===== config.mk =====
export PLATFORM = sky130hd
export DESIGN_NAME = fetch_redirect_queue
export DESIGN_NICKNAME = d
export VERILOG_FILES = /design/src/rtl/fetch_pkg.sv /design/src/rtl/fetch_queue.sv /design/src/rtl/fetch_redirect_queue.sv
export SDC_FILE = /design/constraint.sdc
export NUM_CORES = 1
export LEC_CHECK = 0
export ABC_AREA = 1
export CORE_ASPECT_RATIO = 0.8
export CORE_MARGIN = 2
export CORE_UTILIZATION = 64
export DETAILED_ROUTE_END_ITERATION = 8
export DONT_BUFFER_PORTS = 1
export HOLD_SLACK_MARGIN = 0.03
export PLACE_DENSITY = 0.78
export SLEW_MARGIN = 20
export SYNTH_ARGS = -nofsm -noshare
export SYNTH_HDL_FRONTEND = slang
export SYNTH_HIERARCHICAL = 1
export SYNTH_SLANG_ARGS = --single-unit

===== constraint.sdc =====
create_clock -name clk -period 7.95 [get_ports clk]
set_clock_uncertainty 0.1 [all_clocks]
set_input_delay 1.1925 -clock clk [delete_from_list [all_inputs] [get_ports clk]]
set_output_delay 1.1925 -clock clk [all_outputs]
set_load 0.01 [all_outputs]

===== src/rtl/fetch_pkg.sv =====
// fetch_pkg: shared defaults, queue-entry layout and sizing helper for the fetch stage
package fetch_pkg;
   localparam int XLEN_DEF = 16;
   localparam int RESET_PC_DEF = 0;
   typedef struct packed {
      logic [XLEN_DEF-1:0] pc;
      logic [XLEN_DEF-1:0] ir;
      logic [XLEN_DEF-1:0] pc_inc;
   } fetch_entry_t;
   // ceil(log2(n)), never below 1 so single-source/entry buses keep a bit
   function automatic int clog2(input int n);
      int r = 0;
      for (int i = 0; i < 31; i++) if ((1 << i) < n) r = i + 1;
      return (r == 0) ? 1 : r;
   endfunction
endpackage


===== src/rtl/fetch_queue.sv =====
// fetch_queue: flushable synchronous FIFO; flush beats push and pop in the same cycle
module fetch_queue
   import fetch_pkg::*;
#(
   parameter int W = $bits(fetch_entry_t),
   parameter int DEPTH = 4
) (
   input  logic                    clk,
   input  logic                    reset,
   input  logic                    push_i,
   input  logic                    pop_i,
   input  logic                    flush_i,
   input  logic [W-1:0]            din_i,
   output logic [W-1:0]            head_o,
   output logic [clog2(DEPTH):0]   count_o,
   output logic                    full_o,
   output logic                    empty_o
);
   localparam int AW = clog2(DEPTH);
   localparam int CW = AW + 1;
   logic [W-1:0] mem_q [DEPTH];
   logic [AW-1:0] wr_q, rd_q;
   logic [CW-1:0] cnt_q, cnt_d;
   assign cnt_d = cnt_q + CW'(push_i) - CW'(pop_i);
   always_ff @(posedge clk) begin
      if (reset || flush_i) begin
         wr_q <= '0;
         rd_q <= '0;
         cnt_q <= '0;
      end else begin
         wr_q <= wr_q + AW'(push_i);
         rd_q <= rd_q + AW'(pop_i);
         cnt_q <= cnt_d;
      end
   end
   always_ff @(posedge clk) if (push_i) mem_q[wr_q] <= din_i;
   assign head_o = mem_q[rd_q];
   assign count_o = cnt_q;
   assign full_o = cnt_q == CW'(DEPTH);
   assign empty_o = cnt_q == '0;
endmodule


===== src/rtl/fetch_redirect_queue.sv =====
// fetch_redirect_queue: PC register with fixed-priority redirect and a decoupling fetch queue
module fetch_redirect_queue
   import fetch_pkg::*;
#(
   parameter int XLEN = XLEN_DEF,
   parameter int NUM_SRC = 6,
   parameter int DEPTH = 4,
   parameter logic [XLEN-1:0] RESET_PC = XLEN'(RESET_PC_DEF)
) (
   input  logic                       clk,
   input  logic                       reset,
   input  logic [NUM_SRC-1:0]         redir_valid,
   input  logic [NUM_SRC*XLEN-1:0]    redir_target,
   input  logic                       pc_write,
   output logic [XLEN-1:0]            imem_addr,
   input  logic [XLEN-1:0]            imem_rdata,
   output logic                       out_valid,
   input  logic                       out_ready,
   output logic [XLEN-1:0]            out_ir,
   output logic [XLEN-1:0]            out_pc,
   output logic [XLEN-1:0]            out_pc_inc,
   output logic [clog2(DEPTH):0]      fifo_count,
   output logic                       redirect_taken,
   output logic [clog2(NUM_SRC)-1:0]  redirect_src
);
   localparam int SW = clog2(NUM_SRC);
   logic [XLEN-1:0] pc_q, pc_d, pc_inc, tgt;
   logic [SW-1:0] win, src_q;
   logic taken_q, redir, enq, deq, full, empty;
   logic [3*XLEN-1:0] head;
   // scan downwards so the lowest set index wins
   always_comb begin
      win = '0;
      for (int i = NUM_SRC - 1; i >= 0; i--) if (redir_valid[i]) win = SW'(i);
   end
   assign redir = |redir_valid;
   assign tgt = redir_target[win*XLEN +: XLEN];
   assign pc_inc = pc_q + XLEN'(1);
   assign out_valid = !empty && !redir;
   assign deq = out_valid && out_ready;
   assign enq = !redir && pc_write && (!full || deq);
   assign pc_d = redir ? tgt : enq ? pc_inc : pc_q;
   always_ff @(posedge clk) begin
      if (reset) begin
         pc_q <= RESET_PC;
         taken_q <= 1'b0;
         src_q <= '0;
      end else begin
         pc_q <= pc_d;
         taken_q <= redir;
         src_q <= redir ? win : '0;
      end
   end
   fetch_queue #(.W(3*XLEN), .DEPTH(DEPTH)) u_queue (
      .clk(clk),
      .reset(reset),
      .push_i(enq),
      .pop_i(deq),
      .flush_i(redir),
      .din_i({pc_q, imem_rdata, pc_inc}),
      .head_o(head),
      .count_o(fifo_count),
      .full_o(full),
      .empty_o(empty)
   );
   assign {out_pc, out_ir, out_pc_inc} = head;
   assign imem_addr = pc_q;
   assign redirect_taken = taken_q;
   assign redirect_src = src_q;
endmodule


Word-level counts from Yosys, hierarchy flattened
Memory sizes are Yosys's and may differ from the RTL's. A register that Yosys moved wholly into a read port is not among the register bits.
Cells that the tools add are included.
- bits in registers: 27
- RAM bits: 192
- input bits: 122
- output and inout bits: 72
- word-level logic and storage cells: 39
- memories kept: 1
- memory list (name ; words ; width ; rd ports ; clocked after Yosys merged registers in ; wr ports ; RTL line ; text):
    u_queue.mem_q ; 4 ; 48 ; 1 ; 1 ; 1 ; fetch_queue.sv:21 ; logic [W-1:0] mem_q [DEPTH];
- $add $sub $neg: 5
- equality and inequality tests: 1
- shift operators: 1
- mux-type cells: 11
- bitwise operators: 1
- reduce and logical (&&, ||, !) cells: 13
- operators by type and width (operator ; count):
    indexed part select 96 x 8 -> 16 bit ; 1
    two-way mux 16 bit ; 2
    two-way mux 3 bit ; 6
    adder 16 x 1 -> 16 bit, second input constant ; 1
    OR reduction 6 bit ; 1
    adder 2 x 1 -> 2 bit ; 2
    logical AND 1 bit ; 4
    adder 3 x 1 -> 3 bit ; 1
    == test 3 bit, second input constant ; 1
    zero test 1 bit ; 3
    zero test 3 bit ; 1
    subtractor 3 x 1 -> 3 bit ; 1
    logical OR 1 bit ; 2
    two-way mux 1 bit ; 2
    two-way mux 2 bit ; 1
    nonzero test 2 bit ; 1
    OR reduction 2 bit ; 1
    NOT 1 bit ; 1

Longest topological paths before layout
- word-level depth: 8
- depth in mapped cells: 15
- depth with buffers taken out: 15

Modules after synthesis
The synthesis kept the hierarchy.
- modules (own cells, without submodules) (module ; instances ; cells each ; area an instance (µm²)):
    fetch_queue ; 1 ; 606 ; 7992.7
    fetch_redirect_queue ; 1 ; 394 ; 2277.2

Worst setup path after synthesis
Ideal clock, no wire load.
- kind: in2reg
- start point: input port redir_valid[4]
- end point: memory u_queue/mem_q[0][0] (netlist bit), enable pin
- library setup time: 513 ps
- data arrival time: 5375 ps
- required time: 7337 ps
- setup slack: 1962 ps
- stages on the path: 8
- buffers on the path: 0
- cells stage by stage: or2_4 > nor2_4 > nand3_2 > nand2_2 > nand2_4 > nor2_4 > inv_1 > nor3_1
- cells in the longest elaborated chain, start to end: 8
- RTL lines (element ; RTL line ; text):
    from (decl) ; fetch_redirect_queue.sv:12 ; input logic [NUM_SRC-1:0] redir_valid,
    OR reduction 6 bit * ; fetch_redirect_queue.sv:36 ; assign redir = |redir_valid;
    zero test 1 bit * ; fetch_redirect_queue.sv:39, fetch_redirect_queue.sv:41 ;
    logical AND 1 bit ; fetch_redirect_queue.sv:39 ; assign out_valid = !empty && !redir;
    logical AND 1 bit ; fetch_redirect_queue.sv:40 ; assign deq = out_valid && out_ready;
    logical OR 1 bit ; fetch_redirect_queue.sv:41 ; assign enq = !redir && pc_write && (!full || deq);
    logical AND 1 bit * ; fetch_redirect_queue.sv:41 ;
    via enq ; fetch_redirect_queue.sv:29 ; logic taken_q, redir, enq, deq, full, empty;
    two-way mux 1 bit * ; fetch_queue.sv:36 ; always_ff @(posedge clk) if (push_i) mem_q[wr_q] <= din_i;
    two-way mux 1 bit (implied by the code) * ; fetch_queue.sv:36 ;
    to (decl) ; fetch_queue.sv:21 ;
The timed path passes the listed nets; every way through them passes the cells marked *.

==> summary.md <==
| Metric | Value |
|---|---|
| Post-route ant nets | 0 |
| Fillers | 1173 |
| Library cells used by synthesis | 39 |
| Highest clock rate | 241 MHz |
| Core area | 15700 µm² |
| IO buf count | 0 |
| CTS resizes | 0 |
| CP required | 6.66 ns |
| Slowest stage cell on the critical path | dfxtp_4 |
| Initial antenna violation count | 0 |
| PD cells | 211 nW/µm² |
| DRC Markers | 0 |
| Post-route cell area | 10800 µm² |
| Core Rows | 41 |
| Share of the yosys chip area belonging to registers | 61.4% |
| Pre-CTS setup slack | 3.68 ns |
| Global-route wire length before repair | 32400 µm |
| Top Usage Layer GRT | met2 |
| WHS Path Cells | 2 |
| Combinational Power Share | 3.8% |
| Yosys reg bits | 219 |
| Post-Synthesis Net Count | 1128 |
| Routed via count | 6778 |
| Area leader, netlist | edfxtp_1 |
| Met3 Use GR | 5.53% |
| Crit path max fanout | 105 |
| Area growth, synth to finish | 5.51% |
| Placed cell count | 1174 |
| Post-DP HPWL | 12900 µm |
| Maximum VDD drop | 0.128 mV |
| Setup TNS | 0 ns |
| Commonest non-fill, non-tap cell in the layout | edfxtp_1 |
| RSZ-0062 raised after global routing | false |
| Kind of critical path | reg -> out |
| Post-Route WL | 20400 µm |
| Met1 Use GR | 32.5% |
| Post-synthesis cell count | 1000 |
| All-Layer GR Usage | 23.7% |
| Detailed Routing Iterations Pass 1 | 5 |
| TritonCTS Sinks | 219 |
| Delay-heaviest family, CP | flip-flops |
| Clock-pin slew on the worst setup and hold paths | 0.06 ns |
| Clk root buf | clkbuf_16 |
| TritonCTS clock tree | built |
| Yosys warns | 6 |
| Outcome | finished, final reports clean |
| Clock network power share | 39.4% |
| Setup ws final | 3.80 ns |
| Int Power | 1.81 mW |
| Post-DR wirelength/cell | 16.8 µm |
| LEAKAGE | 4.24 nW |
| Switching pwr | 482 µW |
| Hold_buf cts | 0 |
| Final worst-path cycle share | 52.2% |
| Slew margin rel. | 29.0% |
| Number of synthesized flops with an enable pin | 192 |
| Worst Reg2Reg Path Length in Cells | 9 |
| CTS Buf Count | 22 |
| Least-Margin Pin Slew | 1.07 ns |
| Synthesized cell area | 10300 µm² |
| Reg2reg setup slack | 4.95 ns |
| Top cell type's share of synthesized area | 56.1% |
| Prevailing post-synth register cell | edfxtp_1 |
| Worst EP arrival | 2.86 ns |
| CP startpoint kind | flip-flop |
| CP cell instances | buf_4, a21oi_1, o21ai_1, nand2_1 |
| Overall die area | 17100 µm² |
| Starting Density | 65.2% |
| Slowest stage delay, CP | 1.01 ns |
| Worst path bufs/invs | 1 |
| Final Non-Filler Cells | 1213 |
| Post-CTS Repair Setup Buffers | 0 |
| WP depth | 4 |
| Most frequent cells in the layout | edfxtp_1, inv_1, nand2_1 |
| H-tree levels | 1 |
| Fraction of registers with async set/reset | 0% |
| Post-DP Area | 10200 µm² |
| GP Congestion | 0.916 |
| Crit path from | u_queue/rd_q[0] |
| DR iter-0 viols | 461 |
| Largest net degree at the start of global routing | 106 |
| CP Capture Type | output port |
| Nets | 1111 |
| Min-Delay Path Class | reg -> reg |
| Sw frac | 21.1% |
| Clock Path Buffers | 3 |
| Die X | 146 µm |
| Die height | 117 µm |
| Syn Area/Cell | 10.3 µm² |
| Maximum Capacitance Violations | 0 |
| GRT overflow | 0 |
| Antenna diodes | 0 |
| Clock latency at the later pin of the worst-skew pair | 0.50 ns |
| Vias in the first global route | 6326 |
| Fin crit period | 4.15 ns |
| Layout cells sized above 1 | 7.82% |
| Final hold violations | 0 |
| Vias/cell | 5.59 |
| Reg2Reg Capture Point | u_queue/mem_q[2][12] |
| I/O Pins | 194 |
| # setup viols final | 0 |
| Synth area leaders | edfxtp_1, inv_1, nand2_1 |
| M2 GR Usage | 38.4% |
| Reg-to-reg startpoint | u_queue/count_o[1] |
| Worst Setup EP | out_pc[12] |
| Sequential share of power | 56.8% |
| Max-slew violation count | 0 |
worst min-delay path, cell delays in order, from the launching register on:
cell     delay, ns
dfxtp_1       0.35
xnor2_1       0.15
nor2_1        0.07
how the worst min path moves through the flow:
stage	startpoint	end	slack [ns]
floorplan	u_queue/wr_q[1]	u_queue/wr_q[1]	0.43
global placement	u_queue/wr_q[1]	u_queue/wr_q[1]	0.48
detailed placement	u_queue/wr_q[1]	u_queue/wr_q[1]	0.49
CTS	u_queue/wr_q[1]	u_queue/wr_q[1]	0.51
global route	u_queue/wr_q[1]	u_queue/wr_q[1]	0.53
finish	u_queue/wr_q[1]	u_queue/wr_q[1]	0.51
synthesized netlist by cell type, types with 2 or more instances:
cell      count
ha_1          5
nand3_1      18
buf_8         5
o211ai_2      2
nand3_2       3
buf_4        15
xor2_1       11
nor2_1       49
o21ai_0      56
nor2_4        3
o21ai_1      59
buf_6        12
dfxtp_1      27
a21oi_2       6
inv_2         2
buf_2        14
or2_2         6
nor3_1       10
o21a_1        2
inv_1       182
o211ai_1     59
xnor2_1       2
nand2_2       4
nand2_1     173
edfxtp_1    192
a21oi_1      64
nor2_2        5
nand2_4       3
cells by family after synthesis:
logic type / count (synthesis) / share of synthesized area, %
flip-flops: 219 / 61.4
AO/OA/AOI/OAI: 249 / 14.0
AND/OR/NAND/NOR: 278 / 11.6
buffers and inverters: 234 / 10.9
adder cells (fa/ha/maj): 6 / 0.804
XOR/XNOR: 14 / 1.27
final cells by class:
class	instances	area, µm²	share of cell area [%]
flip-flops and latches	219	6310	58.3
multi-input cells	547	2870	26.5
inverters	185	696	6.42
clock buffers	29	577	5.32
well taps	215	269	2.48
repair buffers	8	60.1	0.554
clock inverters	10	53.8	0.497
metal layers:
metal,vias up,part of all wire [%],wire length (µm)
met5,-,0,0
met4,0,1.9,393
met3,35,8.0,1630
met2,249,46,9460
met1,3181,44,8870
li1,3313,-,-
through the flow:
| step | util [%] | hold WS, ns | power [mW] |
|---|---|---|---|
| 6_report | 68.8 | 0.513 | 2.29 |
| 3_5_place_dp | 64.8 | 0.492 | 1.41 |
| 4_1_cts | 68.8 | 0.510 | 2.30 |
| 3_3_place_gp | 64.8 | 0.481 | 1.41 |
| 5_1_grt | 68.8 | 0.530 | 2.36 |
| 2_1_floorplan | - | 0.428 | 1.38 |
registers in the layout (all words and copies together), names as in the netlist:
signal,flops
redirect_taken,1
redirect_src,3
u_queue/rd_q,2
u_queue/wr_q,2
u_queue/count_o,3
imem_addr,16
u_queue/mem_q,192
power by group through the flow:
stage	Combinational, mW	Clock, mW	Sequential (mW)
2_1_floorplan	0.0716	0	1.31
3_3_place_gp	0.0853	0	1.32
3_5_place_dp	0.0867	0	1.32
6_report	0.0870	0.902	1.30
4_1_cts	0.0871	0.913	1.30
5_1_grt	0.100	0.961	1.30
Power figures use the tool's default switching activity.
